<file path="src/rtl/lsu_bus_ctrl.sv">
`default_nettype none
// ============================================================================
// Module   : lsu_bus_ctrl
// Brief    : Single-outstanding load/store sequencer between the AGU and a
//            req/gnt/rvalid memory bus, with flush and bus timeout handling.
// Revision : 1.0 - initial release
// ============================================================================
module lsu_bus_ctrl #(
    parameter int TIMEOUT_CYC = 255
) (
    input  logic        clk,
    input  logic        rst,
    input  logic        agu_req_i,
    input  logic        agu_we_i,
    input  logic [31:0] agu_raddr_i,
    input  logic [31:0] agu_waddr_i,
    input  logic [31:0] agu_wdata_i,
    input  logic [3:0]  agu_wmask_i,
    input  logic        flush_i,
    output logic        agu_ready_o,
    output logic        bus_req_o,
    output logic        bus_we_o,
    output logic [31:0] bus_addr_o,
    output logic [31:0] bus_wdata_o,
    output logic [3:0]  bus_wmask_o,
    input  logic        bus_gnt_i,
    input  logic        bus_rvalid_i,
    input  logic [31:0] bus_rdata_i,
    output logic        rsp_valid_o,
    output logic        rsp_we_o,
    output logic [31:0] rsp_rdata_o,
    output logic        rsp_err_o,
    output logic        busy_o
);

    typedef enum logic [1:0] {
        S_IDLE = 2'd0,
        S_REQ  = 2'd1,
        S_RSP  = 2'd2
    } state_t;

    // Last count value before the transaction is abandoned.
    localparam logic [15:0] c_to_last = 16'(TIMEOUT_CYC - 1);

    state_t      r_state;
    state_t      w_state_nxt;
    logic [15:0] r_cnt;
    logic        r_drop;
    logic        r_we;
    logic [31:0] r_addr;
    logic [31:0] r_wdata;
    logic [3:0]  r_wmask;
    logic        r_bus_req;
    logic        r_rsp_valid;
    logic        r_rsp_we;
    logic        r_rsp_err;
    logic [31:0] r_rsp_rdata;

    logic        w_accept;
    logic        w_complete;
    logic        w_timeout;
    logic        w_drop_set;
    logic        w_to_hit;
    logic        w_drop_eff;
    logic        w_rsp_fire;

    assign agu_ready_o = (r_state == S_IDLE) & ~flush_i;
    assign w_to_hit    = (r_cnt == c_to_last);
    assign w_drop_eff  = r_drop | w_drop_set;
    assign w_rsp_fire  = (w_complete | w_timeout) & ~w_drop_eff;

    assign busy_o      = (r_state != S_IDLE);
    assign bus_req_o   = r_bus_req;
    assign bus_we_o    = r_we;
    assign bus_addr_o  = r_addr & ~32'd3;
    assign bus_wdata_o = r_wdata;
    assign bus_wmask_o = r_wmask;
    assign rsp_valid_o = r_rsp_valid;
    assign rsp_we_o    = r_rsp_we;
    assign rsp_err_o   = r_rsp_err;
    assign rsp_rdata_o = r_rsp_rdata;

    // State register.
    always_ff @(posedge clk) begin
        if (rst) begin
            r_state <= S_IDLE;
        end else begin
            r_state <= w_state_nxt;
        end
    end

    // Next-state and transaction events. Completion beats timeout; a flush
    // before grant cancels silently, a flush after grant only hides the result.
    always_comb begin
        w_state_nxt = r_state;
        w_accept    = 1'b0;
        w_complete  = 1'b0;
        w_timeout   = 1'b0;
        w_drop_set  = 1'b0;
        case (r_state)
            S_IDLE: begin
                if (agu_req_i && agu_ready_o) begin
                    w_accept    = 1'b1;
                    w_state_nxt = S_REQ;
                end
            end
            S_REQ: begin
                if (bus_gnt_i && bus_rvalid_i) begin
                    w_complete  = 1'b1;
                    w_drop_set  = flush_i;
                    w_state_nxt = S_IDLE;
                end else if (flush_i && !bus_gnt_i) begin
                    w_state_nxt = S_IDLE;
                end else if (w_to_hit) begin
                    w_timeout   = 1'b1;
                    w_drop_set  = flush_i;
                    w_state_nxt = S_IDLE;
                end else if (bus_gnt_i) begin
                    w_drop_set  = flush_i;
                    w_state_nxt = S_RSP;
                end
            end
            S_RSP: begin
                w_drop_set = flush_i;
                if (bus_rvalid_i) begin
                    w_complete  = 1'b1;
                    w_state_nxt = S_IDLE;
                end else if (w_to_hit) begin
                    w_timeout   = 1'b1;
                    w_state_nxt = S_IDLE;
                end
            end
            default: begin
                w_state_nxt = S_IDLE;
            end
        endcase
    end

    // Request capture, bus request, timeout counter, drop flag and response.
    always_ff @(posedge clk) begin
        if (rst) begin
            r_cnt       <= 16'd0;
            r_drop      <= 1'b0;
            r_we        <= 1'b0;
            r_addr      <= 32'd0;
            r_wdata     <= 32'd0;
            r_wmask     <= 4'd0;
            r_bus_req   <= 1'b0;
            r_rsp_valid <= 1'b0;
            r_rsp_we    <= 1'b0;
            r_rsp_err   <= 1'b0;
            r_rsp_rdata <= 32'd0;
        end else begin
            if (w_accept) begin
                r_we      <= agu_we_i;
                r_addr    <= agu_we_i ? agu_waddr_i : agu_raddr_i;
                r_wdata   <= agu_wdata_i;
                r_wmask   <= agu_we_i ? agu_wmask_i : 4'd0;
                r_bus_req <= 1'b1;
                r_cnt     <= 16'd0;
            end else begin
                if (r_state != S_IDLE) begin
                    r_cnt <= r_cnt + 16'd1;
                end
                if (r_state == S_REQ && w_state_nxt != S_REQ) begin
                    r_bus_req <= 1'b0;
                end
            end

            if (w_state_nxt == S_IDLE) begin
                r_drop <= 1'b0;
            end else begin
                r_drop <= w_drop_eff;
            end

            r_rsp_valid <= w_rsp_fire;
            r_rsp_err   <= w_rsp_fire & w_timeout;
            if (w_rsp_fire) begin
                r_rsp_we <= r_we;
            end
            if (w_complete && !w_drop_eff && !r_we) begin
                r_rsp_rdata <= bus_rdata_i;
            end
        end
    end

endmodule
`default_nettype wire

</file>
<file path="config.mk">
export PLATFORM = sky130hd
export DESIGN_NAME = lsu_bus_ctrl
export DESIGN_NICKNAME = d
export VERILOG_FILES = /design/src/rtl/lsu_bus_ctrl.sv
export SDC_FILE = /design/constraint.sdc
export NUM_CORES = 1
export LEC_CHECK = 0
export BUFFER_PORTS_ARGS = -buffer_cell sky130_fd_sc_hd__buf_4
export CORE_MARGIN = 5
export CORE_UTILIZATION = 30
export DETAILED_ROUTE_END_ITERATION = 8
export GPL_TIMING_DRIVEN = 0
export SYNTH_ARGS = -nofsm -noshare
export SYNTH_HDL_FRONTEND = slang
export SYNTH_SLANG_ARGS = --single-unit
</file>
<file path="constraint.sdc">
create_clock -name clk -period 3.7 [get_ports clk]
set_input_delay 0 -clock clk [delete_from_list [all_inputs] [get_ports clk]]
set_output_delay 0 -clock clk [all_outputs]
set_load 0.005 [all_outputs]
</file>
==> results.tsv <==
metric	value	unit
chip height	138	um
fraction of layout instances using a drive strength above 1	29.9	%
Post-DRT Antenna Nets	0	
Syn Area/Cell	8.47	um^2
CP startpoint	r_state[1]	
crit path kind	reg2reg	
most frequent cells in the layout	239 x buf_4, 141 x nand2_1, 126 x dlygate4sd3_1, 122 x dfxtp_1, 79 x a21oi_1	
largest net degree at the start of global routing	17	
Final Hold Viols	0	
Synth Register Bits	122	
Final Net Count	1110	
Final period util	63.3	%
Cell Pwr Density	416	nW/um^2
clk sinks	122	
hold_ws	0.0332	ns
crit start category	flop	
Synth area leaders	dfxtp_1 50%, nand2_1 11%, a21oi_1 8.0%	
R2R Path End	bus_wdata_o[12]	
GRT busiest layer	met2	
CTS tree	built	
CTS buffer count	17	
initial antenna violation count	0	
worst-margin pin slew	0.763	ns
Period minus WS final	2.34	ns
Root Buffer	clkbuf_16	
setup tns final	0	ns
vias per cell	4.49	
Cells after Synth	582	
Total Routing Usage GR	18.4	%
Post-synth EDFFs	0	
worst reg2reg startpoint	r_state[1]	
vias in the first global route	5528	
number of diodes	0	
share of the synthesized area in the top cell type	49.5	%
worst-skew pair later-pin latency	0.41	ns
DRC violations left	0	
IO Count	246	
drt initial violations	202	
H-tree Lvls	4	
remaining global-route overflow	0	
CP peak stage delay	0.45	ns
DP Area	6980	um^2
clock skew	0.00532	ns
Die Area	19100	um^2
clock buffer depth	2	
Chip Width	138	um
Ys Warns	0	
Min-Delay Path Class	in2reg	
routed vias	5359	
Post-Syn Area	4930	um^2
Post-Route WL	17.7	mm
DR pass1 iterations	4	
gpl congestion	0.786	
initial core utilization	30.8	%
Pleak	3.80	nW
slowest CP cell	clkbuf_1	
setup violators final	0	
Final Max Tran Viols	0	
Critical Path Sink Type	flop	
Post-CTS Resized	0	
DR WL/cell	14.8	um
RSZ-0062 raised after global routing	no	
DP HPWL	12.3	mm
global-route wire length before repair	28.6	mm
Crit path required time	4.04	ns
fraction of registers with async set/reset	0	%
part of the Yosys area used for sequential elements	49.5	%
CORE AREA	16000	um^2
max-cap violation count	0	
met1 GRT Util	20.2	%
met2 usage	32.2	%
unique cell type count in the Yosys netlist	52	
CP arrival	2.68	ns
# rows	46	
CP most frequent cell	nand2_1	
fmax	427	MHz
critical-path cell list	inv_1 -> ha_1 -> clkbuf_2 -> nor2b_1 -> nand2_1 -> clkbuf_1 -> buf_1 -> nand2_1 -> a21oi_1	
crit path to	bus_wdata_o[12]	
PnR Total Power	3.69	mW
Reg clk slew, reported paths	0.06	ns
Syn-to-layout area delta	80.2	%
buffers added on ports	237	
status	complete, no violations	
Worst R2R Setup Slack	1.36	ns
peak supply drop	0.000317	V
met3 Usage GRT	6.38	%
Worst Reg2Reg Path Length in Cells	9	
commonest non-fill, non-tap cell in the layout	buf_4	
fin area	8880	um^2
Crit Path Max Fanout	10	
max_slew headroom	49.1	%
largest area contributor in the netlist	dfxtp_1	
Most used DFF post-synth	dfxtp_1	
==> layout make-up <==
| class | count | area [um^2] |
|---|---|---|
| Buffer | 44 | 186 |
| Clock buffer | 21 | 470 |
| Clock inverter | 11 | 168 |
| Fill cell | 1485 | 7120 |
| Inverter | 6 | 22.5 |
| Multi-Input combinational cell | 411 | 2280 |
| Sequential cell | 122 | 2440 |
| Tap cell | 216 | 270 |
| Timing Repair Buffer | 363 | 3040 |
==> report_power, final <==
part | internal (mW) | switching (mW)
clock | 1.18 | 0.603
sequential | 1.37 | 0.0287
combinational | 0.312 | 0.206
==> logic make-up after synthesis <==
family / synth area share (%)
and+or+nand+nor: 21.2
AOI/OAI and AO/OA: 15.7
DFF: 49.5
buffers and inverters: 4.24
muxes: 6.32
xor gates and xnor gates: 1.42
adders and majority gates: 1.52
other: 0.0760
==> routing by layer <==
layer | part of all wire, % | wire (um)
met3 | 7.1 | 1250
met2 | 49 | 8760
met5 | 0 | 0
met1 | 40 | 7090
met4 | 3.4 | 598
==> through the flow <==
step | instances | worst slack (ns) | util (%)
after global placement | 1036 | 1.34 | 43.7
after global routing | 1194 | 0.973 | 55.5
after floorplan | 583 | 1.75 | -
final | 1194 | 1.36 | 55.5
after detailed placement | 1036 | 1.34 | 43.7
after CTS | 1194 | 1.31 | 55.5
==> Yosys cell counts (all sizes together) (2+ instances only) <==
| cell | n |
|---|---|
| nand3b | 2 |
| nor2b | 4 |
| nand3 | 9 |
| a21o | 2 |
| or4 | 2 |
| a21oi | 79 |
| nand2b | 3 |
| nand4 | 5 |
| nand2 | 141 |
| clkbuf | 27 |
| and4 | 2 |
| mux2i | 30 |
| buf | 17 |
| ha | 6 |
| nor3b | 2 |
| and2 | 3 |
| inv | 6 |
| xor2 | 5 |
| nor2 | 41 |
| nor4 | 4 |
| a211oi | 30 |
| dfxtp | 122 |
| o21ai | 8 |
| xnor2 | 3 |
| or2 | 2 |
| or3 | 9 |
==> timing repair <==
item,CTS,global route
setup buffers,0,0
hold buffers,126,0
endpoints found under the hold margin,97,0
==> worst max-delay path: cells and delay by family, from the launching register on <==
family,cells,cell delay [ns]
buf+inv,4,1.17
fa+ha+maj,1,0.18
compound gates,1,0.16
flops,1,0.38
simple gates,3,0.36
==> worst min-delay path by stage <==
stage          depth (start not counted)  slack, ns              end             from
5_1_grt                                3       0.07       r_addr[29]  agu_raddr_i[29]
4_1_cts                                3       0.02       r_addr[29]  agu_waddr_i[29]
3_5_place_dp                           3       0.26  rsp_rdata_o[24]  bus_rdata_i[24]
6_report                               3       0.03       r_addr[29]  agu_raddr_i[29]
3_3_place_gp                           3       0.25   bus_wdata_o[6]   agu_wdata_i[6]
2_1_floorplan                          1       0.04      agu_ready_o          flush_i
==> sequential cells by signal (all words and copies together) (netlist names) <==
| register | flops |
|---|---|
| bus_wdata_o | 32 |
| rsp_rdata_o | 32 |
| r_addr | 30 |
| r_cnt | 16 |
| bus_wmask_o | 4 |
| r_state | 2 |
| bus_req_o | 1 |
| bus_we_o | 1 |
| r_drop | 1 |
| rsp_err_o | 1 |
| rsp_valid_o | 1 |
| rsp_we_o | 1 |
Note: power is estimated with default switching activity, not from simulation.
